$ cat config.mk
export PLATFORM = sky130hd
export DESIGN_NAME = alu_writeback
export DESIGN_NICKNAME = d
export VERILOG_FILES = /design/src/rtl/alu_writeback.sv
export SDC_FILE = /design/constraint.sdc
export NUM_CORES = 1
export LEC_CHECK = 0
export ABC_CLOCK_PERIOD_IN_PS = 3000
export BUFFER_PORTS_ARGS = -buffer_cell sky130_fd_sc_hd__buf_2
export CAP_MARGIN = 20
export CORE_MARGIN = 5
export CORE_UTILIZATION = 40
export CTS_CLUSTER_SIZE = 25
export DETAILED_ROUTE_END_ITERATION = 7
export GPL_ROUTABILITY_DRIVEN = 1
export PLACE_DENSITY = 0.68
export SYNTH_ARGS = -nofsm -noshare
export SYNTH_HDL_FRONTEND = slang
export SYNTH_SLANG_ARGS = --single-unit
$ cat constraint.sdc
create_clock -name clk -period 3 [get_ports clk]
set_input_delay 0.6 -clock clk [delete_from_list [all_inputs] [get_ports clk]]
set_output_delay 0.6 -clock clk [all_outputs]
set_load 0.01 [all_outputs]
$ cat src/rtl/alu_writeback.sv
// Writeback stage behind the fixed-latency complex ALU: tags each issue, pairs it
// with the ALU result, reduces MAX vectors and queues register-file writes under credit control.
module alu_writeback #(
    parameter int DATA_WIDTH = 16,
    parameter int ADDR_WIDTH = 5,
    parameter int LATENCY    = 7,
    parameter int FIFO_DEPTH = 4
) (
    input  logic                    clk,
    input  logic                    rst,
    input  logic                    issue_valid,
    input  logic [2:0]              issue_opcode,
    input  logic [ADDR_WIDTH-1:0]   issue_waddr,
    input  logic                    issue_last,
    input  logic [DATA_WIDTH*2-1:0] alu_dout,
    output logic                    issue_stall,
    output logic                    wb_valid,
    input  logic                    wb_ready,
    output logic [ADDR_WIDTH-1:0]   wb_addr,
    output logic [DATA_WIDTH*2-1:0] wb_data,
    output logic                    busy,
    output logic                    overflow_err
);

    localparam int WW = DATA_WIDTH * 2;
    localparam int PW = (FIFO_DEPTH > 1) ? $clog2(FIFO_DEPTH) : 1;
    localparam int CW = PW + 1;

    localparam logic [PW-1:0] PTR_ONE   = PW'(1);
    localparam logic [CW-1:0] CNT_ONE   = CW'(1);
    localparam logic [CW-1:0] DEPTH_CNT = CW'(FIFO_DEPTH);
    localparam logic [CW:0]   DEPTH_SUM = (CW + 1)'(FIFO_DEPTH);

    typedef enum logic [2:0] {
        OP_NOP0   = 3'b000,
        OP_NOP1   = 3'b001,
        OP_NOP2   = 3'b010,
        OP_NOP3   = 3'b011,
        OP_MUL    = 3'b100,
        OP_MULADD = 3'b101,
        OP_MULSUB = 3'b110,
        OP_MAX    = 3'b111
    } op_e;

    typedef struct packed {
        logic                  v;
        op_e                   op;
        logic [ADDR_WIDTH-1:0] waddr;
        logic                  last;
    } tag_t;

    typedef struct packed {
        logic [ADDR_WIDTH-1:0] waddr;
        logic [WW-1:0]         data;
    } entry_t;

    // A tag produces a register-file write for MUL-type ops and for the closing MAX element.
    function automatic logic writes_back(input op_e op, input logic last);
        return (op == OP_MUL) || (op == OP_MULADD) || (op == OP_MULSUB) ||
               ((op == OP_MAX) && last);
    endfunction

    tag_t          tag_pipe [LATENCY];
    entry_t        fifo_mem [FIFO_DEPTH];
    logic [PW-1:0] wr_ptr, rd_ptr;
    logic [CW-1:0] fifo_count, inflight;
    logic          max_open;
    logic [WW-1:0] max_acc;

    tag_t          fin;
    entry_t        head;
    logic          issue_accept, issue_credit, retire_push;
    logic          fifo_full, pop, push_ok, any_tag;
    logic [WW-1:0] max_sel, push_data;
    logic [CW:0]   credit_used;

    assign fin          = tag_pipe[LATENCY-1];
    assign issue_accept = issue_valid & ~issue_stall;
    assign issue_credit = issue_accept & writes_back(op_e'(issue_opcode), issue_last);
    assign retire_push  = fin.v & writes_back(fin.op, fin.last);

    // Running maximum including the element arriving now; ties keep the accumulator.
    assign max_sel   = (max_open && ($signed(alu_dout) <= $signed(max_acc))) ? max_acc : alu_dout;
    assign push_data = (fin.op == OP_MAX) ? max_sel : alu_dout;

    assign fifo_full = (fifo_count == DEPTH_CNT);
    assign pop       = wb_valid & wb_ready;
    assign push_ok   = retire_push & (~fifo_full | pop);

    assign credit_used = {1'b0, fifo_count} + {1'b0, inflight};
    assign issue_stall = (credit_used >= DEPTH_SUM);

    assign head     = fifo_mem[rd_ptr];
    assign wb_valid = (fifo_count != '0);
    assign wb_addr  = wb_valid ? head.waddr : '0;
    assign wb_data  = wb_valid ? head.data  : '0;

    always_comb begin
        any_tag = 1'b0;
        for (int i = 0; i < LATENCY; i++) begin
            any_tag = any_tag | tag_pipe[i].v;
        end
    end

    assign busy = any_tag | wb_valid | max_open;

    // NOTE: all state updates use <= so every stage samples its neighbour's pre-edge value.
    always_ff @(posedge clk or negedge rst) begin
        if (!rst) begin
            for (int i = 0; i < LATENCY; i++) begin
                tag_pipe[i] <= '0;
            end
        end else begin
            tag_pipe[0] <= '{v: issue_accept, op: op_e'(issue_opcode),
                             waddr: issue_waddr, last: issue_last};
            for (int i = 1; i < LATENCY; i++) begin
                tag_pipe[i] <= tag_pipe[i-1];
            end
        end
    end

    always_ff @(posedge clk or negedge rst) begin
        if (!rst) begin
            max_open <= 1'b0;
            max_acc  <= '0;
        end else if (fin.v && (fin.op == OP_MAX)) begin
            if (fin.last) begin
                max_open <= 1'b0;
            end else begin
                max_open <= 1'b1;
                max_acc  <= max_sel;
            end
        end
    end

    // NOTE: storage is not reset; the read side is gated by wb_valid, so stale entries never leak out.
    always_ff @(posedge clk) begin
        if (push_ok) begin
            fifo_mem[wr_ptr] <= '{waddr: fin.waddr, data: push_data};
        end
    end

    always_ff @(posedge clk or negedge rst) begin
        if (!rst) begin
            wr_ptr       <= '0;
            rd_ptr       <= '0;
            fifo_count   <= '0;
            overflow_err <= 1'b0;
        end else begin
            if (push_ok) begin
                wr_ptr <= wr_ptr + PTR_ONE;
            end
            if (pop) begin
                rd_ptr <= rd_ptr + PTR_ONE;
            end
            if (push_ok && !pop) begin
                fifo_count <= fifo_count + CNT_ONE;
            end else if (!push_ok && pop) begin
                fifo_count <= fifo_count - CNT_ONE;
            end
            if (retire_push && fifo_full && !pop) begin
                overflow_err <= 1'b1;
            end
        end
    end

    // Credits cover writes still inside the ALU pipe; the FIFO count covers the rest.
    always_ff @(posedge clk or negedge rst) begin
        if (!rst) begin
            inflight <= '0;
        end else if (issue_credit && !retire_push) begin
            inflight <= inflight + CNT_ONE;
        end else if (retire_push && !issue_credit) begin
            inflight <= inflight - CNT_ONE;
        end
    end

endmodule
* Word level (Yosys, flattened, before mapping)
Memories as Yosys holds them, arrays and structs flattened. Cells that the tools add are included. Widths: inputs -> output; s select.
Storage, ports and cells: flip-flop bits (word level) 114, RAM bits 148, input port bits 45, output and inout port bits 41, logic and storage cells 106, memories kept 1
Cells by class: add/sub/neg operators 7, $lt $le $gt $ge 2, equal/unequal tests 9, muxes and demuxes 11, bitwise gates (word level) 17, reduce and logical (&&, ||, !) cells 24
Memories:
- fifo_mem | words 4, width 37, read ports 1, clocked after memory_dff 0, wr ports 1, line 64 | entry_t fifo_mem [FIFO_DEPTH];
Operators by type and width (number):
- $mux 32 | 3
- $le 32x32->1 | 1
- $eq 3x3->1 const B | 9
- $mux 3 | 4
- $logic_and 1x1->1 | 10
- $or 1x1->1 | 9
- $add 3x1->3 const B | 2
- $logic_or 1x1->1 | 6
- $sub 3x1->3 const B | 2
- $and 1x1->1 | 5
- $mux 5 | 1
- $add 2x1->2 const B | 2
- $add 3x3->4 | 1
- $ge 4x3->1 const B | 1
- $logic_not 1->1 | 4
- $reduce_bool 2->1 | 2
- $mux 1 | 3
- $not 1->1 | 3
- $reduce_bool 3->1 | 1
- $reduce_and 2->1 | 1

* Depth between registers and ports, before layout
Gate-level depths: netlist of run 1.
word-level depth 10, gate-level depth with buffers 11, mapped depth without buffers 10

* Worst setup path after synthesis of run 1
Ideal clock, no wire load.
path type input to register, from input alu_dout[31], to memory fifo_mem[0][10] (netlist bit), data pin, setup time 0.264 ns, arrival time 2.668 ns, data required time 2.736 ns, setup slack 0.068 ns, cell stages on the path 10, path buffers 2, path through ha_1 -> nand4_2 -> nor3_2 -> a211oi_2 -> o21ai_1 -> or4_1 -> and2_1 -> buf_6 -> buf_12 -> mux2_4
On the way: longest elaborated chain between the ends 4
RTL lines:
- start: declaration | line 15 | input logic [DATA_WIDTH*2-1:0] alu_dout,
- $le 32x32->1 | line 83 | assign max_sel = (max_open && ($signed(alu_dout) <= $signed(max_acc))) ? max_acc : alu_dout;
- $logic_and 1x1->1 | line 83
- $mux 32 | line 83
- $mux 32 | line 84 | assign push_data = (fin.op == OP_MAX) ? max_sel : alu_dout;
- named net push_data[10] | line 74 | logic [WW-1:0] max_sel, push_data;
- end: declaration | line 64
The timed path passes the listed nets, and every way through them passes these cells.

* Worst setup path after layout of run 1
from register max_acc[31], to memory fifo_mem[1][24] (netlist bit), data pin
On the way: longest elaborated chain between the ends 4
RTL lines:
- start: declaration | line 68 | logic [WW-1:0] max_acc;
- start signal: assignment | line 131 | max_acc <= max_sel;
- $le 32x32->1 | line 83
- $logic_and 1x1->1 | line 83
- $mux 32 | line 83
- $mux 32 | line 84
- named net push_data[24] | line 74
The timed path passes the listed nets, and every way through them passes these cells.

==> run metrics, run 1 <==
Async SR Flop Fraction=0.435; sum of net half-perimeters after detailed placement=13000 microns; final period utilization=0.958; Routed wire per std cell=18.1 microns; final worst slack=0.126 ns; Post-synth top cells=edfxtp_1 (148), dfrtp_1 (114), and2_1 (42), inv_1 (41), ha_1 (40); CP cell instances=inv_1 > ha_2 > nand4_2 > or4_1 > nor3_1 > or4_1 > and2_4 > buf_12 > mux2_4; pwr dens=about 860 nW/um^2; Post-Synth Simple-Gate Area=0.0508; max-slew violations=0; Hold Vio Cnt, Final=0; setup violators final=0; final instance count without filler cells=1097; Post-CTS Setup Bufs=0; clock-pin transition on the worst setup and hold timing paths=0.06 ns; synth top area cells=edfxtp_1 (42%), dfrtp_1 (27%), mux4_2 (7.8%); max_cap viols=0; cell mode on critical path=or4_1; Final Total Pwr=about 11 mW; DRT Wirelength=19900 microns; synthesized flop and latch total=262; global-route wire length before repair=31400 microns; H-tree depth=1; CP arrival=3.14 ns; CP Capture Type=flop; largest family of logic cells by synthesized area=multiplexers; WP data required=3.26 ns; maximum vdd drop=570 uV; RSZ-0062 raised after global routing=false; Cell Rows=59; synth unique cells=44; DR iter-0 viols=241; Final Util=0.485; area growth from synthesis to layout=18.8%; largest net degree at the start of global routing=64; synthesized area=10700 sq um; Yosys warning count=0; Die H=173 microns; multiplexer area fraction after synthesis=0.158; mean area per synthesized cell=~18 sq um; critical path launch point=max_acc[31]; Mapped Cells=602; relative slew slack=0.638; reg2reg start=max_acc[31]; Root Driver=clkbuf_16; clock period minus worst slack=approximately 2.9 ns; Ant. Diodes=0; most frequent cell after synthesis=edfxtp_1; all-layer global routing usage=0.131; Buf+Inv Stages, Crit Path=2; Slew @ Worst Pin=between 0.5 and 0.6 ns; cell family with most CP delay=simple AND/OR/NAND/NOR gates; Initial Util=0.408; layout cell share with drive strength beyond 1=0.370; vias in the first global route=5839; Setup Skew=0.00863 ns; TritonCTS buffer count=27; CP peak stage delay=0.59 ns; drt drc=0; Placer Congestion=0.762; worst slack, placed=-0.304 ns; remaining antenna violation count=0; Synth area leader=edfxtp_1; core area=26100 sq um; Post-Synth Adder-Cell Area=0.0507; fillcell total=2274; IO Pins=86; Fmax=0.348 GHz; Hold Crit Class=in2async; PortBufs=85; Synth top area share=0.417; initial antenna violation count=1; WP depth=9; R2R cell count=9; GRT overflow=0; # clock sinks=262; Longest Clk Path Bufs=3; top_reg_cell synth=edfxtp_1; post-synthesis sequential area ratio=0.684; drt pass-1 iters=4; Via-to-Cell Ratio=4.91; Critical Path Fanout Max=15; TritonCTS clock tree=yes; die area=30000 sq um; leakage power=about 5.1 nW; routed vias=5389; Skew-Pair Late Insertion Delay=0.52 ns; Placement Cell Area=11800 sq um; final net count=830; compound-gate portion of the synthesized area=0.0199; number of synthesized flops with an enable pin=148; Die Width=173 microns; crit path max-delay cell type=or4_1; Startpoint Class=flop; Placed Instances=1048; synthesized net count=689; xor/xnor share of the synthesized area=0.00739; outcome=finished, final reports clean; kind of critical path=reg2reg; final instance area=12700 sq um
==> sequential cells by signal, indices dropped and copies added (netlist names) <==
register      flops
rd_ptr            2
fifo_count        3
wr_ptr            2
max_open          1
inflight          3
overflow_err      1
fin              10
tag_pipe         60
fifo_mem        148
max_acc          32
==> layout by cell type, fill, tap and decap left out, drive strengths merged, types with 2 or more instances in the layout <==
cell type  count
mux4          37
xnor2          5
edfxtp       148
inv           41
nor4           4
a211oi         2
clkinvlp       2
nand2         14
clkinv         6
nor2           5
clkbuf        41
o21ai          8
or4            2
o211ai         2
dfrtp        114
xor2           4
mux2          66
fa             2
and2          42
nand4          8
nor3           4
nand3          6
ha            40
a21oi         17
buf          130
==> cell type report <==
type	instances	area (sq um)	share of cell area
Sequential cell	262	7300	0.576
Multi-Input combinational cell	280	3100	0.244
Timing Repair Buffer	131	916	0.0723
Clock buffer	40	744	0.0587
Tap cell	335	419	0.0331
Inverter	41	154	0.0121
Clock inverter	8	42.5	0.00336
==> metrics by stage <==
stage	TNS [ns]	hold slack, ns
detailed placement	-40.32	0.335
global placement	-32.83	0.331
floorplan	0	0.304
global route	0	0.0868
finish	0	0.0527
CTS	0	0.0608
==> per-layer routing <==
layer	global-route usage	share of wire	vias up
met3	0.0273	0.041	31
met4	0.0303	0.021	2
met1	0.173	0.44	2728
met2	0.226	0.50	106
li1	-	-	2522
met5	0	0.00035	-
==> repair_timing <==
item / in CTS / in global routing
hold buffers: 0 / 0
resized for setup: 0 / 5
setup endpoints to repair: 0 / 128
==> power breakdown <==
| group | total, mW | internal [mW] | switching [mW] | leakage (nW) |
|---|---|---|---|---|
| clock network | 2.97 | 1.71 | 1.26 | 0.379 |
| logic | 3.28 | 1.69 | 1.59 | 2.06 |
| registers | 4.68 | 4.32 | 0.365 | 2.70 |
==> path summary, 6_finish.rpt <==
check                             endpoint  slack [ns]
setup / recovery           fifo_mem[1][24]        0.13
hold / removal                tag_pipe[68]        0.05
setup reg to reg           fifo_mem[1][24]        0.13
hold reg to reg               tag_pipe[23]        0.34
max in group asynchronous        rd_ptr[1]        2.21
min in group clk              tag_pipe[65]        0.19
==> cell families (layout without fill, tap and decap cells) <==
kind of cell,after synthesis,count (layout)
compound gates,34,34
xor+xnor,9,9
fa+ha+maj,42,42
buf+inv,60,220
flops,262,262
mux,103,103
simple gates,92,92
Power figures use the tool's default switching activity.
==> run 2: changes to the inputs <==
- ABC_CLOCK_PERIOD_IN_PS: 3000 -> 3100
- clock period: 3 -> 3.1 ns (I/O delays scaled with it)
==> run 2 against run 1 <==
Maximum frequency decreased by 1.3%. Critical endpoint is now fifo_mem[3][23]. Largest cell class unchanged. Utilization increased by 0.99 points. Combinational power decreased by 6%. Critical path type unchanged. Cell area increased by 2.0%. Clock power increased by 28%. Sequential share of layout area decreased by 1.1 points. Die area unchanged. Routed wire length decreased by 2.5%. Power increased by 4.7%. Global-route usage increased by 0.10 points. Clock-buffer cell count decreased by 2.
==> run metrics, run 2 (synthesis gave the netlist of run 1 again) <==
outcome=finished, final reports clean; final instance count without filler cells=1095 (-0.18%); final net count=825 (-0.60%); sum of net half-perimeters after detailed placement=12700 microns (-2.5%); clock period minus worst slack=2.91 ns (+0.0364 ns); H-tree depth=1 (unchanged); RSZ-0062 raised after global routing=false; commonest cells after routing, fill and taps aside=edfxtp_1 (148), dfrtp_1 (112), buf_2 (84); setup violators final=0 (unchanged); critical path launch point=max_acc[5]; vias in the first global route=5724 (-2.0%); TritonCTS buffer count=28 (+3.7%); Die Width=173 microns (unchanged); all-layer global routing usage=0.132 (+0.00101); maximum vdd drop=499 uV (-12%); Setup Skew=0.0184 ns (+0.00977 ns); initial antenna violation count=0 (-1); fillcell total=2191 (-3.6%); area growth from synthesis to layout=21.2%; final instance area=12900 sq um (+2.0%); kind of critical path=reg2reg; count of hold-fix buffers inserted at cts=0 (unchanged); remaining antenna violation count=0 (unchanged); relative slew slack=0.566 (-0.0712); Routed wire per std cell=17.7 microns (-2.3%); DRT Wirelength=19400 microns (-2.5%); pwr dens=885 nW/um^2 (+2.6%); Final Total Pwr=11.4 mW (+4.7%); max_cap viols=0 (unchanged); Ant. Diodes=0 (unchanged); IO Pins=86 (unchanged); Placed Instances=1043 (-0.48%); Top reg by flops=fifo_mem; Root Driver=clkbuf_16; Min Hold Slack=0.123 ns (+0.0698 ns); global-route wire length before repair=31700 microns (+0.96%); leakage power=5.27 nW (+2.5%); reg2reg start=max_acc[5]; Largest regs=fifo_mem: 148 flops, tag_pipe: 60 flops, max_acc: 32 flops; Critical Path Fanout Max=15 (unchanged); largest net degree at the start of global routing=58 (-9.4%); most common cell after layout, fill and taps aside=edfxtp_1; PortBufs=85 (unchanged); Hold Crit Class=in2async; TritonCTS clock tree=yes; drt pass-1 iters=4 (unchanged); Skew-Pair Late Insertion Delay=0.53 ns (about the same); WP data required=3.36 ns (+0.10 ns); DR iter-0 viols=303 (+26%); core area=26100 sq um (unchanged); layout cell share with drive strength beyond 1=0.380 (+0.0102); Placer Congestion=0.747 (-1.9%); Placement Cell Area=11800 sq um (-0.11%); Fmax=0.344 GHz (-1.3%); CP arrival=3.17 ns (+0.03 ns); Via-to-Cell Ratio=4.92 (+0.13%); Startpoint Class=flop; routed vias=5386 (-0.056%); GRT overflow=0 (unchanged); clock-pin transition on the worst setup and hold timing paths=0.06 ns (about the same); CP Capture Type=flop; # clock sinks=262 (unchanged); Die H=173 microns (unchanged); Post-CTS Setup Bufs=0 (unchanged); Hold Vio Cnt, Final=0 (unchanged); drt drc=0 (unchanged); max reg flops=148 (unchanged); final period utilization=0.939 (-0.0192); max-slew violations=0 (unchanged); Cell Rows=59 (unchanged); Initial Util=0.408 (unchanged); die area=30000 sq um (unchanged); Longest Clk Path Bufs=3 (unchanged); Slew @ Worst Pin=0.650 ns (+0.107 ns); post-cts resize count=0 (unchanged)
[run 2: cell types whose count changed in the layout (fill, tap and decap cells not counted), moves of 2 or more]
cell,previous run,this run
buf_4,36,29
clkbuf_8,2,5
clkbuf_1,11,1
clkbuf_16,28,32
bufinv_16,0,6
buf_12,10,12
[run 2: final cells by class]
type                            count  area [sq um]  share of cell area
Inverter                           41           154              0.0119
Multi-Input combinational cell    280          3080               0.238
Timing Repair Buffer              125           878              0.0679
Sequential cell                   262          7300               0.565
Clock inverter                     14           225              0.0174
Tap cell                          335           419              0.0324
Clock buffer                       38           873              0.0675
[run 2: metrics by stage]
step / setup slack, ns / util / setup TNS (ns)
2_1_floorplan: 0.148 / - / 0
3_3_place_gp: -0.164 / 0.453 / -20.13
3_5_place_dp: -0.154 / 0.453 / -18.72
4_1_cts: 0.00568 / 0.495 / 0
5_1_grt: 0.00179 / 0.495 / 0
6_report: 0.190 / 0.495 / 0
[run 2: per-layer routing]
layer | up-vias | track usage | share of wire | wire length [microns]
met3 | 26 | 0.0251 | 0.045 | 867
li1 | 2515 | - | - | -
met1 | 2737 | 0.184 | 0.46 | 8890
met5 | - | 0 | 0 | 0
met2 | 108 | 0.218 | 0.48 | 9290
met4 | 0 | 0.0309 | 0.018 | 345
[run 2: report_power, final]
group	total [mW]	switching [mW]	internal, mW	leakage (nW)
registers	4.56	0.382	4.18	2.70
clock network	3.79	1.32	2.47	0.542
logic	3.09	1.48	1.62	2.03
[run 2: worst paths after layout]
check                             endpoint  slack [ns]  depth (start not counted)
max in group asynchronous        rd_ptr[0]        2.25                          2
max reg2reg                fifo_mem[3][23]        0.19                         11
min reg2reg                   tag_pipe[41]        0.34                          0
min                           tag_pipe[56]        0.12                          1
min in group clk              tag_pipe[64]        0.20                          1
max                        fifo_mem[3][23]        0.19                         11
[run 2: worst max-delay path: stages (launching register included)]
cell and delay (ns):
dfrtp_1 0.36, inv_1 0.05, ha_1 0.28, a21oi_1 0.13, o21ai_0 0.12, a221oi_1 0.30
buf_4 0.16, nor3_1 0.05, or4_1 0.46, and2_2 0.22, buf_12 0.18, mux2_4 0.32
==> run 3: changes to the inputs <==
- CORE_UTILIZATION: 40 -> 55
- PLACE_DENSITY: 0.68 -> 0.85
==> run 3 against run 2 <==
Flip-flop and latch count stayed put. Non-clock buffer count is 1 lower. Utilization is 15 points higher. Power is 7.2% lower. Global-route usage is 5.2 points higher. Combinational power is 3% higher. First-iteration DRC count is 18% lower. Maximum frequency is 3.9% lower. Clock-buffer cell count is 2 lower. Sequential share of layout area is 2.1 points higher. Critical path type unchanged. Critical endpoint is now fifo_mem[1][22]. Largest power group unchanged. Highest routed layer unchanged.
==> run metrics, run 3 (synthesis gave the netlist of run 1 again) <==
final worst slack=0.0725 ns (-0.118 ns); Root Driver=clkbuf_16; Skew-Pair Late Insertion Delay=0.51 ns (-0.02 ns); max reg flops=148 (unchanged); pwr dens=853 nW/um^2 (-3.7%); most crowded layer after global routing=met2; setup violators final=0 (unchanged); DRT Wirelength=19900 microns (+2.4%); grt met2 use=0.331 (+0.113); initial antenna violation count=0 (unchanged); final instance area=12500 sq um (-3.6%); core area=19300 sq um (-26%); Routed wire per std cell=19.6 microns (+10%); CP cell instances=inv_1 > ha_1 > a21oi_1 > o21ai_0 > a221oi_2 > nor3_2 > or4_1 > and2_2 > buf_12 > mux2_4; global-route wire length before repair=32100 microns (+1.2%); CP Capture Type=flop; H-tree depth=1 (unchanged); leakage power=5.08 nW (-3.6%); met3 usage=0.0249 (-0.000165); kind of critical path=reg2reg; Die H=149 microns (-14%); IO Pins=86 (unchanged); sum of net half-perimeters after detailed placement=13200 microns (+4.4%); drt drc=0 (unchanged); CP arrival=3.28 ns (+0.11 ns); most common cell after layout, fill and taps aside=edfxtp_1; routed vias=5459 (+1.4%); Setup Skew=0.00931 ns (-0.00910 ns); all-layer global routing usage=0.184 (+0.0520); final period utilization=0.977 (+0.0379); Via-to-Cell Ratio=5.37 (+9.2%); Longest Clk Path Bufs=3 (unchanged); commonest cells after routing, fill and taps aside=edfxtp_1 (148), dfrtp_1 (112), buf_2 (84); TritonCTS buffer count=25 (-11%); relative slew slack=0.597 (+0.0307); Die Width=149 microns (-14%); Post-CTS Setup Bufs=0 (unchanged); remaining antenna violation count=0 (unchanged); Min Hold Slack=0.0764 ns (-0.0461 ns); maximum vdd drop=494 uV (-1.1%); Placer Congestion=0.794 (+6.3%); DR iter-0 viols=247 (-18%); clock-pin transition on the worst setup and hold timing paths=0.06 ns (about the same); count of hold-fix buffers inserted at cts=0 (unchanged); area growth from synthesis to layout=16.8%; CP peak stage delay=0.49 ns (+0.03 ns); cell family with most CP delay=simple AND/OR/NAND/NOR gates; PortBufs=85 (unchanged); layout cell share with drive strength beyond 1=0.365 (-0.0154); # clock sinks=262 (unchanged); Ant. Diodes=0 (unchanged); Startpoint Class=flop; Cell Rows=51 (-14%); die area=22300 sq um (-26%); GRT overflow=0 (unchanged); clock period minus worst slack=3.03 ns (+0.118 ns); Slew @ Worst Pin=0.604 ns (-0.0460 ns); met1 usage=0.234 (+0.0498); worst slack, placed=-0.194 ns (-0.0402 ns); Buf+Inv Stages, Crit Path=2 (-1); Final Total Pwr=10.6 mW (-7.2%); Hold Vio Cnt, Final=0 (unchanged); final net count=821 (-0.48%); Fmax=0.330 GHz (-3.9%); Initial Util=0.553 (+0.145); max_cap viols=0 (unchanged); Largest regs=fifo_mem: 148 flops, tag_pipe: 60 flops, max_acc: 32 flops; WP data required=3.35 ns (about the same); vias in the first global route=6087 (+6.3%); max-slew violations=0 (unchanged); outcome=finished, final reports clean; Hold Crit Class=in2async; Placement Cell Area=11700 sq um (-1.4%); largest net degree at the start of global routing=84 (+45%); TritonCTS clock tree=yes; drt pass-1 iters=4 (unchanged); crit path max-delay cell type=or4_1; Critical Path Fanout Max=20 (+5); Top reg by flops=fifo_mem
## run 3: changes by cell type in the layout (fill, tap and decap cells not counted), moves of 2 or more
| cell | delta |
|---|---|
| bufinv_16 | -4 |
| clkinv_2 | -4 |
| clkbuf_1 | +7 |
| clkbuf_8 | -2 |
| buf_12 | -6 |
| clkbuf_16 | -7 |
| clkinv_1 | +3 |
| buf_4 | +5 |
## run 3: layer usage
layer  share of wire  routed length (microns)
met1            0.39                     7660
met2            0.54                    10700
met3           0.055                     1090
met4           0.020                      396
met5               0                        0
## run 3: report_power, final
group | switching [mW] | leakage [nW] | internal [mW]
Clock | 1.18 | 0.378 | 1.72
Sequential | 0.384 | 2.70 | 4.18
Combinational | 1.55 | 2.00 | 1.61
Total | 3.11 | 5.08 | 7.51
## run 3: path summary, 6_finish.rpt
path	start	to	slack, ns	depth (start not counted)
max in group asynchronous	rst	tag_pipe[23]	2.24	2
worst min-delay path	rst	fin[4]	0.08	1
worst min register to register	tag_pipe[34]	tag_pipe[24]	0.34	0
min in group clk	issue_waddr[4]	tag_pipe[65]	0.22	1
worst max-delay path	max_acc[5]	fifo_mem[1][22]	0.07	10
worst max register to register	max_acc[5]	fifo_mem[1][22]	0.07	10
## run 3: stage by stage
stage	util	std cells	TNS, ns
finish	0.647	1016	0
global route	0.647	1016	-3.27
CTS	0.646	1016	0
detailed placement	0.605	972	-21.23
global placement	0.605	972	-17.48
floorplan	-	602	0
## run 3: worst register-to-register path, stage by stage (launching register included)
cell,delay (ns)
dfrtp_1,0.37
inv_1,0.06
ha_1,0.30
a21oi_1,0.12
o21ai_0,0.13
a221oi_2,0.41
nor3_2,0.11
or4_1,0.49
and2_2,0.25
buf_12,0.19
mux2_4,0.35
## run 3: area by class of cell
type	count	area [sq um]
Timing Repair Buffer	124	796
Tap cell	265	332
Fill cell	1322	6810
Multi-Input combinational cell	280	3100
Inverter	41	154
Sequential cell	262	7300
Clock buffer	36	697
Clock inverter	8	87.6
## run 3: what timing repair did
action,4_1_cts,5_1_grt
hold endpoints to repair,0,0
setup endpoints to repair,0,105
resized for setup,0,4
